`config.mk`:
```
export PLATFORM = sky130hd
export DESIGN_NAME = lbp_stream_flat
export DESIGN_NICKNAME = d
export VERILOG_FILES = /design/src/rtl/lbp_stream_pkg.sv /design/src/rtl/lbp_stream_if.sv /design/src/rtl/lbp_stream_line_buf.sv /design/src/rtl/lbp_stream.sv /design/src/flat_wrapper.sv
export SDC_FILE = /design/constraint.sdc
export NUM_CORES = 1
export LEC_CHECK = 0
export ABC_AREA = 1
export CAP_MARGIN = 20
export CORE_MARGIN = 4
export CORE_UTILIZATION = 40
export DETAILED_ROUTE_END_ITERATION = 12
export PLACE_DENSITY_LB_ADDON = 0.1
export SETUP_SLACK_MARGIN = 0.2
export SYNTH_ARGS = -nofsm -noshare
export SYNTH_HDL_FRONTEND = slang
export SYNTH_SLANG_ARGS = --single-unit
```
`constraint.sdc`:
```
create_clock -name clk -period 133.1 [get_ports clk]
set_input_delay 26.62 -clock clk [delete_from_list [all_inputs] [get_ports clk]]
set_output_delay 26.62 -clock clk [all_outputs]
set_load 0.01 [all_outputs]
```
`src/rtl/lbp_stream_pkg.sv`:
```
// Shared definitions for the streaming LBP engine: FSM states, code bit
// positions and the border-address count.
package lbp_stream_pkg;

    typedef enum logic [2:0] {
        S_IDLE   = 3'd0,
        S_READ   = 3'd1,
        S_DRAIN  = 3'd2,
        S_BORDER = 3'd3,
        S_DONE   = 3'd4
    } state_e;

    localparam int LBP_CODE_W = 8;

    localparam int LBP_TL = 0;
    localparam int LBP_T  = 1;
    localparam int LBP_TR = 2;
    localparam int LBP_L  = 3;
    localparam int LBP_R  = 4;
    localparam int LBP_BL = 5;
    localparam int LBP_B  = 6;
    localparam int LBP_BR = 7;

    function automatic int border_count(input int w, input int h);
        return 2 * w + 2 * (h - 2);
    endfunction

endpackage

```
`src/rtl/lbp_stream_if.sv`:
```
// Host-side bus of the LBP engine: gray image read port, frame
// configuration and the result write port.
interface lbp_stream_if
    import lbp_stream_pkg::*;
#(
    parameter int PIX_W  = 8,
    parameter int ADDR_W = 14
);
    logic                  gray_ready;
    logic                  gray_req;
    logic [ADDR_W-1:0]     gray_addr;
    logic [PIX_W-1:0]      gray_data;
    logic                  mode;
    logic [PIX_W-1:0]      thr;
    logic                  border_mode;
    logic [ADDR_W-1:0]     lbp_addr;
    logic                  lbp_valid;
    logic [LBP_CODE_W-1:0] lbp_data;
    logic                  finish;

    modport slave (
        input  gray_ready, gray_data, mode, thr, border_mode,
        output gray_req, gray_addr, lbp_addr, lbp_valid, lbp_data, finish
    );

    modport master (
        output gray_ready, gray_data, mode, thr, border_mode,
        input  gray_req, gray_addr, lbp_addr, lbp_valid, lbp_data, finish
    );
endinterface

```
`src/rtl/lbp_stream_line_buf.sv`:
```
// One image row of delay: the pixel leaving dout_o was pushed IMG_W pushes
// earlier, i.e. the same column of the previous row.
module lbp_line_buf #(
    parameter int IMG_W = 128,
    parameter int PIX_W = 8
) (
    input  logic             clk,
    input  logic             push_i,
    input  logic [PIX_W-1:0] din_i,
    output logic [PIX_W-1:0] dout_o
);
    logic [PIX_W-1:0] sr_q [IMG_W];

    always_ff @(posedge clk) begin
        if (push_i) begin
            sr_q[0] <= din_i;
            for (int i = 1; i < IMG_W; i++) begin
                sr_q[i] <= sr_q[i-1];
            end
        end
    end

    assign dout_o = sr_q[IMG_W-1];
endmodule

```
`src/rtl/lbp_stream.sv`:
```
// Streaming 3x3 LBP engine: fetches each gray pixel once, forms the window
// from two line buffers and writes one code per interior pixel.
module lbp_stream
    import lbp_stream_pkg::*;
#(
    parameter int IMG_W  = 128,
    parameter int IMG_H  = 128,
    parameter int PIX_W  = 8,
    parameter int ADDR_W = 14
) (
    input  logic         clk,
    input  logic         reset,
    lbp_stream_if.slave  bus
);
    localparam logic [ADDR_W-1:0] LAST_ADDR   = ADDR_W'(IMG_W * IMG_H - 1);
    localparam logic [ADDR_W-1:0] ROW_LAST    = ADDR_W'(IMG_H - 1);
    localparam logic [ADDR_W-1:0] COL_LAST    = ADDR_W'(IMG_W - 1);
    localparam logic [ADDR_W-1:0] CENTER_OFS  = ADDR_W'(IMG_W + 1);
    localparam logic [ADDR_W-1:0] TWO         = ADDR_W'(2);
    localparam logic [ADDR_W-1:0] ONE         = ADDR_W'(1);
    localparam logic [ADDR_W-1:0] BORDER_LAST = ADDR_W'(border_count(IMG_W, IMG_H) - 1);

    state_e                state_q, state_d;
    logic                  mode_q, mode_d;
    logic [PIX_W-1:0]      thr_q, thr_d;
    logic                  border_q, border_d;
    logic [ADDR_W-1:0]     gaddr_q, gaddr_d;
    logic [ADDR_W-1:0]     row_q, row_d;
    logic [ADDR_W-1:0]     col_q, col_d;
    logic [ADDR_W-1:0]     bcnt_q, bcnt_d;
    logic                  lbp_valid_q, lbp_valid_d;
    logic [ADDR_W-1:0]     lbp_addr_q, lbp_addr_d;
    logic [LBP_CODE_W-1:0] lbp_data_q, lbp_data_d;

    logic                  xfer;
    logic [PIX_W-1:0]      lb1_out, lb2_out;
    logic [PIX_W-1:0]      win_q [3][3];
    logic [PIX_W-1:0]      win_d [3][3];
    logic [PIX_W:0]        lim;
    logic [LBP_CODE_W-1:0] code;

    // Threshold kept one bit wider so center+thr never wraps; an oversized
    // limit simply makes every neighbour compare false.
    function automatic logic [PIX_W:0] margin_limit(input logic [PIX_W-1:0] c,
                                                    input logic [PIX_W-1:0] t,
                                                    input logic m);
        logic [PIX_W:0] s;
        s = {1'b0, c};
        if (m) s = s + {1'b0, t};
        return s;
    endfunction

    function automatic logic at_least(input logic [PIX_W-1:0] n, input logic [PIX_W:0] l);
        return {1'b0, n} >= l;
    endfunction

    assign xfer = (state_q == S_READ) && bus.gray_ready;

    lbp_line_buf #(.IMG_W(IMG_W), .PIX_W(PIX_W)) u_lb1 (
        .clk(clk), .push_i(xfer), .din_i(bus.gray_data), .dout_o(lb1_out)
    );

    lbp_line_buf #(.IMG_W(IMG_W), .PIX_W(PIX_W)) u_lb2 (
        .clk(clk), .push_i(xfer), .din_i(lb1_out), .dout_o(lb2_out)
    );

    // Row 0 = two rows up, row 1 = previous row, row 2 = incoming row; column 2 newest.
    always_comb begin
        for (int r = 0; r < 3; r++) begin
            win_d[r][0] = win_q[r][1];
            win_d[r][1] = win_q[r][2];
        end
        win_d[0][2] = lb2_out;
        win_d[1][2] = lb1_out;
        win_d[2][2] = bus.gray_data;
    end

    always_comb begin
        lim          = margin_limit(win_d[1][1], thr_q, mode_q);
        code         = '0;
        code[LBP_TL] = at_least(win_d[0][0], lim);
        code[LBP_T]  = at_least(win_d[0][1], lim);
        code[LBP_TR] = at_least(win_d[0][2], lim);
        code[LBP_L]  = at_least(win_d[1][0], lim);
        code[LBP_R]  = at_least(win_d[1][2], lim);
        code[LBP_BL] = at_least(win_d[2][0], lim);
        code[LBP_B]  = at_least(win_d[2][1], lim);
        code[LBP_BR] = at_least(win_d[2][2], lim);
    end

    always_comb begin
        state_d     = state_q;
        mode_d      = mode_q;
        thr_d       = thr_q;
        border_d    = border_q;
        gaddr_d     = gaddr_q;
        row_d       = row_q;
        col_d       = col_q;
        bcnt_d      = bcnt_q;
        lbp_valid_d = 1'b0;
        lbp_addr_d  = lbp_addr_q;
        lbp_data_d  = lbp_data_q;
        unique case (state_q)
            S_IDLE: begin
                if (bus.gray_ready) begin
                    state_d  = S_READ;
                    mode_d   = bus.mode;
                    thr_d    = bus.thr;
                    border_d = bus.border_mode;
                    gaddr_d  = '0;
                    row_d    = '0;
                    col_d    = '0;
                end
            end
            S_READ: begin
                if (xfer) begin
                    if (row_q >= TWO && col_q >= TWO) begin
                        lbp_valid_d = 1'b1;
                        lbp_addr_d  = gaddr_q - CENTER_OFS;
                        lbp_data_d  = code;
                    end
                    if (gaddr_q == LAST_ADDR) begin
                        state_d = S_DRAIN;
                    end else begin
                        gaddr_d = gaddr_q + ONE;
                        if (col_q == COL_LAST) begin
                            col_d = '0;
                            row_d = row_q + ONE;
                        end else begin
                            col_d = col_q + ONE;
                        end
                    end
                end
            end
            S_DRAIN: begin
                if (border_q) begin
                    state_d     = S_BORDER;
                    lbp_valid_d = 1'b1;
                    lbp_addr_d  = '0;
                    lbp_data_d  = '0;
                    row_d       = '0;
                    col_d       = '0;
                    bcnt_d      = '0;
                end else begin
                    state_d = S_DONE;
                end
            end
            S_BORDER: begin
                // row_q/col_q track the border address currently on the bus.
                if (bcnt_q == BORDER_LAST) begin
                    state_d = S_DONE;
                end else begin
                    lbp_valid_d = 1'b1;
                    lbp_data_d  = '0;
                    bcnt_d      = bcnt_q + ONE;
                    if (row_q != '0 && row_q != ROW_LAST && col_q == '0) begin
                        col_d      = COL_LAST;
                        lbp_addr_d = lbp_addr_q + COL_LAST;
                    end else if (col_q == COL_LAST) begin
                        col_d      = '0;
                        row_d      = row_q + ONE;
                        lbp_addr_d = lbp_addr_q + ONE;
                    end else begin
                        col_d      = col_q + ONE;
                        lbp_addr_d = lbp_addr_q + ONE;
                    end
                end
            end
            S_DONE: ;
            default: state_d = S_IDLE;
        endcase
    end

    always_ff @(posedge clk) begin
        if (!reset) begin
            state_q     <= S_IDLE;
            mode_q      <= 1'b0;
            thr_q       <= '0;
            border_q    <= 1'b0;
            gaddr_q     <= '0;
            row_q       <= '0;
            col_q       <= '0;
            bcnt_q      <= '0;
            lbp_valid_q <= 1'b0;
            lbp_addr_q  <= '0;
            lbp_data_q  <= '0;
        end else begin
            state_q     <= state_d;
            mode_q      <= mode_d;
            thr_q       <= thr_d;
            border_q    <= border_d;
            gaddr_q     <= gaddr_d;
            row_q       <= row_d;
            col_q       <= col_d;
            bcnt_q      <= bcnt_d;
            lbp_valid_q <= lbp_valid_d;
            lbp_addr_q  <= lbp_addr_d;
            lbp_data_q  <= lbp_data_d;
        end
    end

    always_ff @(posedge clk) begin
        if (xfer) win_q <= win_d;
    end

    assign bus.gray_req  = (state_q == S_READ);
    assign bus.gray_addr = gaddr_q;
    assign bus.lbp_valid = lbp_valid_q;
    assign bus.lbp_addr  = lbp_addr_q;
    assign bus.lbp_data  = lbp_data_q;
    assign bus.finish    = (state_q == S_DONE);
endmodule
```
`src/flat_wrapper.sv`:
```
// flat-port wrapper written by rule: the top's interface ports become plain ports
module lbp_stream_flat import lbp_stream_pkg::*;
#(
    parameter int IMG_W  = 128,
    parameter int IMG_H  = 128,
    parameter int PIX_W  = 8,
    parameter int ADDR_W = 14
)
  (clk, reset, bus_gray_ready, bus_gray_data, bus_mode, bus_thr, bus_border_mode, bus_gray_req, bus_gray_addr, bus_lbp_addr, bus_lbp_valid, bus_lbp_data, bus_finish);
  lbp_stream_if #(.PIX_W(PIX_W), .ADDR_W(ADDR_W)) bus_i ();
  input  logic clk;
  input  logic reset;
  input wire logic [$bits(bus_i.gray_ready)-1:0] bus_gray_ready;
  input wire logic [$bits(bus_i.gray_data)-1:0] bus_gray_data;
  input wire logic [$bits(bus_i.mode)-1:0] bus_mode;
  input wire logic [$bits(bus_i.thr)-1:0] bus_thr;
  input wire logic [$bits(bus_i.border_mode)-1:0] bus_border_mode;
  output wire logic [$bits(bus_i.gray_req)-1:0] bus_gray_req;
  output wire logic [$bits(bus_i.gray_addr)-1:0] bus_gray_addr;
  output wire logic [$bits(bus_i.lbp_addr)-1:0] bus_lbp_addr;
  output wire logic [$bits(bus_i.lbp_valid)-1:0] bus_lbp_valid;
  output wire logic [$bits(bus_i.lbp_data)-1:0] bus_lbp_data;
  output wire logic [$bits(bus_i.finish)-1:0] bus_finish;
  assign bus_i.gray_ready = bus_gray_ready;
  assign bus_i.gray_data = bus_gray_data;
  assign bus_i.mode = bus_mode;
  assign bus_i.thr = bus_thr;
  assign bus_i.border_mode = bus_border_mode;
  assign bus_gray_req = bus_i.gray_req;
  assign bus_gray_addr = bus_i.gray_addr;
  assign bus_lbp_addr = bus_i.lbp_addr;
  assign bus_lbp_valid = bus_i.lbp_valid;
  assign bus_lbp_data = bus_i.lbp_data;
  assign bus_finish = bus_i.finish;
  lbp_stream #(.IMG_W(IMG_W), .IMG_H(IMG_H), .PIX_W(PIX_W), .ADDR_W(ADDR_W)) u_core (.clk(clk), .reset(reset), .bus(bus_i));
endmodule
```
Word level (Yosys, flattened, before mapping)
Memories as Yosys holds them, arrays and structs flattened.
Cells that the tools add are included.
Storage, ports and cells
  flip-flop bits (word level): 140
  bits in latches: 0
  bits in writable memories: 2048
  bits in read-only memories: 0
  bits of input ports: 21
  output and inout port bits: 39
  logic and storage cells: 116
  memories kept: 2
Cells by class
  add/subtract/negate cells: 8
  multiply operators: 0
  divide/modulo/power cells: 0
  magnitude comparators: 10
  eq/ne operators: 17
  shifts and indexed selects: 0
  mux-type cells: 43
  bitwise gates (word level): 1
  reductions and logical operators: 18
Memory list
  u_core.u_lb1.sr_q: depth 128, bits a word 8, rd ports 128, clocked after Yosys merged registers in 0, wr ports 128, RTL line lbp_stream_line_buf.sv:12  | logic [PIX_W-1:0] sr_q [IMG_W];
  u_core.u_lb2.sr_q: depth 128, bits a word 8, rd ports 128, clocked after Yosys merged registers in 0, wr ports 128, RTL line lbp_stream_line_buf.sv:12
Operators by type and width (number)
  2-to-1 mux 14 bit: 19
  case mux 14 bit (4 select lines): 2
  greater-or-equal comparator 8 x 9 -> 1 bit: 8
  adder 14 x 1 -> 14 bit (second input constant): 5
  case mux 14 bit (2 select lines): 2
  case mux 14 bit (3 select lines): 1
  2-to-1 mux 8 bit: 4
  greater-or-equal comparator 14 x 2 -> 1 bit (second input constant): 2
  case mux 8 bit (3 select lines): 1
  2-to-1 mux 3 bit: 5
  case mux 3 bit (5 select lines): 1
  adder 14 x 7 -> 14 bit (second input constant): 1
  == test 14 bit (second input constant): 1
  == test 14 x 7 -> 1 bit (second input constant): 1
  == test 14 x 9 -> 1 bit (second input constant): 1
  logical NOT 14 bit: 1
  inequality test 14 x 7 -> 1 bit (second input constant): 1
  nonzero test 14 bit: 1
  subtractor 14 x 8 -> 14 bit (second input constant): 1
  inequality test 2 x 1 -> 1 bit (second input constant): 5
  AND reduction 5 bit: 2
  adder 8 x 8 -> 9 bit: 1
  2-to-1 mux 9 bit: 1
  inequality test 2 bit (second input constant): 4
  other kinds (16): 26

Longest topological paths before layout
  word-level depth: 6
  depth in mapped cells: 23

Hierarchy
A second synthesis with hierarchy kept.
Second synthesis, totals
  cell total of the unflattened synthesis: 3202
  area, all modules: 70266.1 µm²
By module, submodules not included
  lbp_line_buf: times used 2, cells an instance 1024, area each 30749.5 µm², sequential area each 30749.5 µm²
  lbp_stream: times used 1, cells an instance 1154, area each 8767.2 µm², sequential area each 3283.1 µm²

Worst setup path after synthesis
Ideal clock, no wire load.
  kind: input -> register
  start: input port bus_gray_ready
  end: register u_core.gaddr_q[7], in the netlist u_core.bus.gray_addr[7]
  setup time: 0.119 ns
  arrival: 120.784 ns
  data required time: 132.981 ns
  setup slack: 12.196 ns
  stages: 9
  path buffers: 0
  cell sequence: inv_1 nor2_1 nand2_1 nand2_2 nand3_1 nor3_1 nand2_1 o21ai_0 a21oi_1
Between the ends
  longest elaborated chain between the ends: 3
Ends and longest elaborated chain
  start: declaration: RTL line flat_wrapper.sv:13  | input wire logic [$bits(bus_i.gray_ready)-1:0] bus_gray_ready;
  logical AND 1 bit: RTL line lbp_stream.sv:57  | assign xfer = (state_q == S_READ) && bus.gray_ready;
  via u_core.u_lb1.push_i: RTL line lbp_stream_line_buf.sv:8  | input logic push_i,
  inequality test 2 x 1 -> 1 bit (no line)
  AND reduction 4 bit (no line)
  end signal: assignment: RTL line lbp_stream.sv:192  | gaddr_q <= gaddr_d;
  end: declaration: RTL line lbp_stream.sv:27  | logic [ADDR_W-1:0] gaddr_q, gaddr_d;
The timed path passes the listed nets, and every way through them passes these cells.
A chain may end at the register's enable or synchronous reset.

==> impl_metrics.tcl <==
set metrics [dict create \
    status "completed" \
    yosys.area.top_type "edfxtp_1" \
    cts_max_level 4 \
    critPathMaxStageDelay_ns 0.90 \
    overflow 0 \
    ant_nets 0 \
    dr_total_vias 27500 \
    post-route-period-util_pct 24.3 \
    grt_antenna_before_repair 1 \
    final_nets 3538 \
    io_buffer_count 59 \
    grt_pass1_wl_um 162000 \
    cp.required_ns 133.52 \
    place.gp.congestion 0.801 \
    skew_ns 0.0263 \
    cts_root_buffer "clkbuf_16" \
    die-width_um 424 \
    cp-end-kind "flop" \
    synth-main-ff-cell "edfxtp_1" \
    track_usage_pct 11.5 \
    r2r_slack_ns 126.40 \
    clk-insertion-delay-late_ns 0.80 \
    tritoncts "yes" \
    hold_viol_final 0 \
    cts_resized 0 \
    drt_pre_antenna_iters 7 \
    setup_violations 0 \
    yosysMostFrequentCell "edfxtp_1" \
    drc 0 \
    crit_path_top_delay_cell "buf_4" \
    hold_depth 0 \
    synth_top_cell_area_share_pct 89.6 \
    synth_edf_count 2064 \
    hold_path_class "flop to flop" \
    finalHoldWorstSlack_ns 0.399 \
    cellLeakagePower_nw 25.9 \
    seq_area_frac_synth_pct 92.2 \
    num_io_pins 60 \
    initial_core_util_pct 40.3 \
    ys_top_cells_by_area "edfxtp_1 90%, dfxtp_1 2.7%, ha_1 1.3%" \
    clkTransAtPathRegs_ns 0.06 \
    async_flop_share_pct 0 \
    cts_sinks 2156 \
    synth_area_um2 69200 \
    min_period_ns 32.32 \
    nFillCells 14100 \
    fp.coreArea_um2 172000 \
    multi_input_area_um2 4720 \
    tns_ns 0 \
    critPathLaunchType "input port" \
    power_density_nw_per_um2 20.9 \
    ir_drop_v 0.0000123 \
    syn_to_final_growth_pct 15.1 \
    reg2reg_to "u_core.u_lb1.sr_q[3][124]$_DFFE_PP_" \
    drive_above_1_share_pct 9.95 \
    wire_per_inst_um 17.6 \
    syn_inst 3156 \
    hp-start "u_core.u_lb1.sr_q[1][86]$_DFFE_PP_" \
    place_hpwl_um 54400 \
    r2r_start "u_core.state_q[0]$_SDFFE_PN0P_" \
    wl_um 104000 \
    synth.distinct_cells 58 \
    max-cap-violations 0 \
    numCtsBuffers 211 \
    drt_iter0_drc 2431 \
    std_cell_rows 152 \
    cts.path.max_buffers 3 \
    yosys_warnings 0 \
    grt_max_degree 205 \
    relSlewSlack_pct 27.8 \
    criticalPathCategory "input port to flop" \
    via_per_inst 4.64 \
    synth.ff_latch_count 2156 \
    worstMarginPinSlew_ns 1.08 \
    worstPathMaxFanout 184 \
    drv_slew 0 \
    synthesis.nets 3252 \
    synth_common_cells "2064 x edfxtp_1, 243 x nand2_1, 137 x inv_1" \
    worstPathArrival_ns 32.74 \
    min_delay_worst_endpoint "u_core.u_lb1.sr_q[1][94]$_DFFE_PP_" \
    grt_setup_unrepaired "false" \
    postCtsHoldBufs 0 \
    die_h_um 424 \
    cp_common_cell "buf_4" \
    grt_pass1_vias 28200 \
    dieArea_um2 180000 \
    cp_cell_sequence "clkdlybuf4s50_1, inv_1, nor2_4, buf_4, buf_4, buf_12, buf_4, buf_4, buf_4" \
    max_freq_mhz 30.9 \
    avgSynthCellArea_um2 21.9 \
    ff_latch_area_um2 63800 \
    r2r_cells 10 \
    cts_setup_buffers 0 \
    diodes 0 \
]
## how the worst max path moves through the flow
stage                        start                                   end  cells past startpoint
floorplan           bus_gray_ready  u_core.bus.gray_addr[7]$_SDFFE_PN0P_                      9
global route        bus_gray_ready   u_core.u_lb1.sr_q[3][124]$_DFFE_PP_                      9
global placement    bus_gray_ready   u_core.u_lb2.sr_q[0][211]$_DFFE_PP_                      9
CTS                 bus_gray_ready   u_core.u_lb2.sr_q[0][211]$_DFFE_PP_                      9
finish              bus_gray_ready   u_core.u_lb1.sr_q[3][124]$_DFFE_PP_                      9
detailed placement  bus_gray_ready   u_core.u_lb2.sr_q[0][211]$_DFFE_PP_                      9
## power by group
part	switching, mW	internal (mW)	total [mW]
Combinational	0.112	0.0312	0.143
Clock	0.241	0.331	0.571
Sequential	0.0402	0.910	0.950
Total	0.393	1.27	1.66
## stage by stage
step / area, µm² / instances / setup slack, ns / power (mW) / utilization [%]
after floorplan: 69200 / 3156 / 12.20 / 1.53 / -
after global placement: 72800 / 5534 / 99.74 / 1.11 / 42.4
after detailed placement: 72800 / 5535 / 99.53 / 1.11 / 42.4
after CTS: 79600 / 5924 / 100.43 / 1.70 / 46.3
after global routing: 79600 / 5928 / 100.29 / 1.75 / 46.4
final: 79600 / 5928 / 100.78 / 1.66 / 46.4
## sequential cells by signal (all words and copies together), names as in the netlist, 3 cells and up
name and flops:
u_core.row_q 14, u_core.col_q 14, u_core.thr_q 8, u_core.u_lb2.sr_q 1010, u_core.state_q 3, u_core.bus.lbp_data 8
u_core.bcnt_q 14, u_core.u_lb1.sr_q 1010, u_core.bus.lbp_addr 14, u_core.bus.gray_addr 14, u_core.win_d 44
## placed cells by master (no fill, tap or decap), drive strengths merged, types with 4 or more instances in the layout
cell and instances:
nor4 8, dfxtp 92, bufinv 17, nand3 67
clkbuf 291, ha 74, xor2 10, clkinv 76
a41o 8, inv 154, o21ai 69, edfxtp 2064
nor3 34, o221ai 8, nand4 25, nor2 127
nand2 248, clkdlybuf4s50 59, a21oi 104, a211oi 9
or2 5, a31oi 4, xnor2 5, buf 31
## metal layers
metal / track usage (%) / share of wire, % / vias up
li1: - / - / 12800
met1: 16.2 / 47 / 14000
met2: 17.5 / 46 / 493
met3: 2.76 / 4.0 / 214
met4: 4.15 / 2.5 / 0
met5: 0 / 0 / -
## area by class of cell
class                           instances  area share [%]
Clock buffer                          291            7.12
Clock inverter                         98            1.32
Inverter                              151           0.715
Multi-Input combinational cell        832            5.93
Sequential cell                      2156            80.2
Tap cell                             2310            3.63
Timing Repair Buffer                   90            1.12
## cell families after synthesis
| group | synth area share (%) |
|---|---|
| buf+inv | 0.940 |
| mux | 0.0289 |
| flops | 92.2 |
| compound gates | 1.86 |
| simple gates | 3.36 |
| fa+ha+maj | 1.37 |
| xor+xnor | 0.190 |
## critical path, delay by kind of cell
kind	cells	cell delay, ns
buffers and inverters	8	5.43
AND/OR/NAND/NOR	1	0.34
Note: power is estimated with default switching activity, not from simulation.
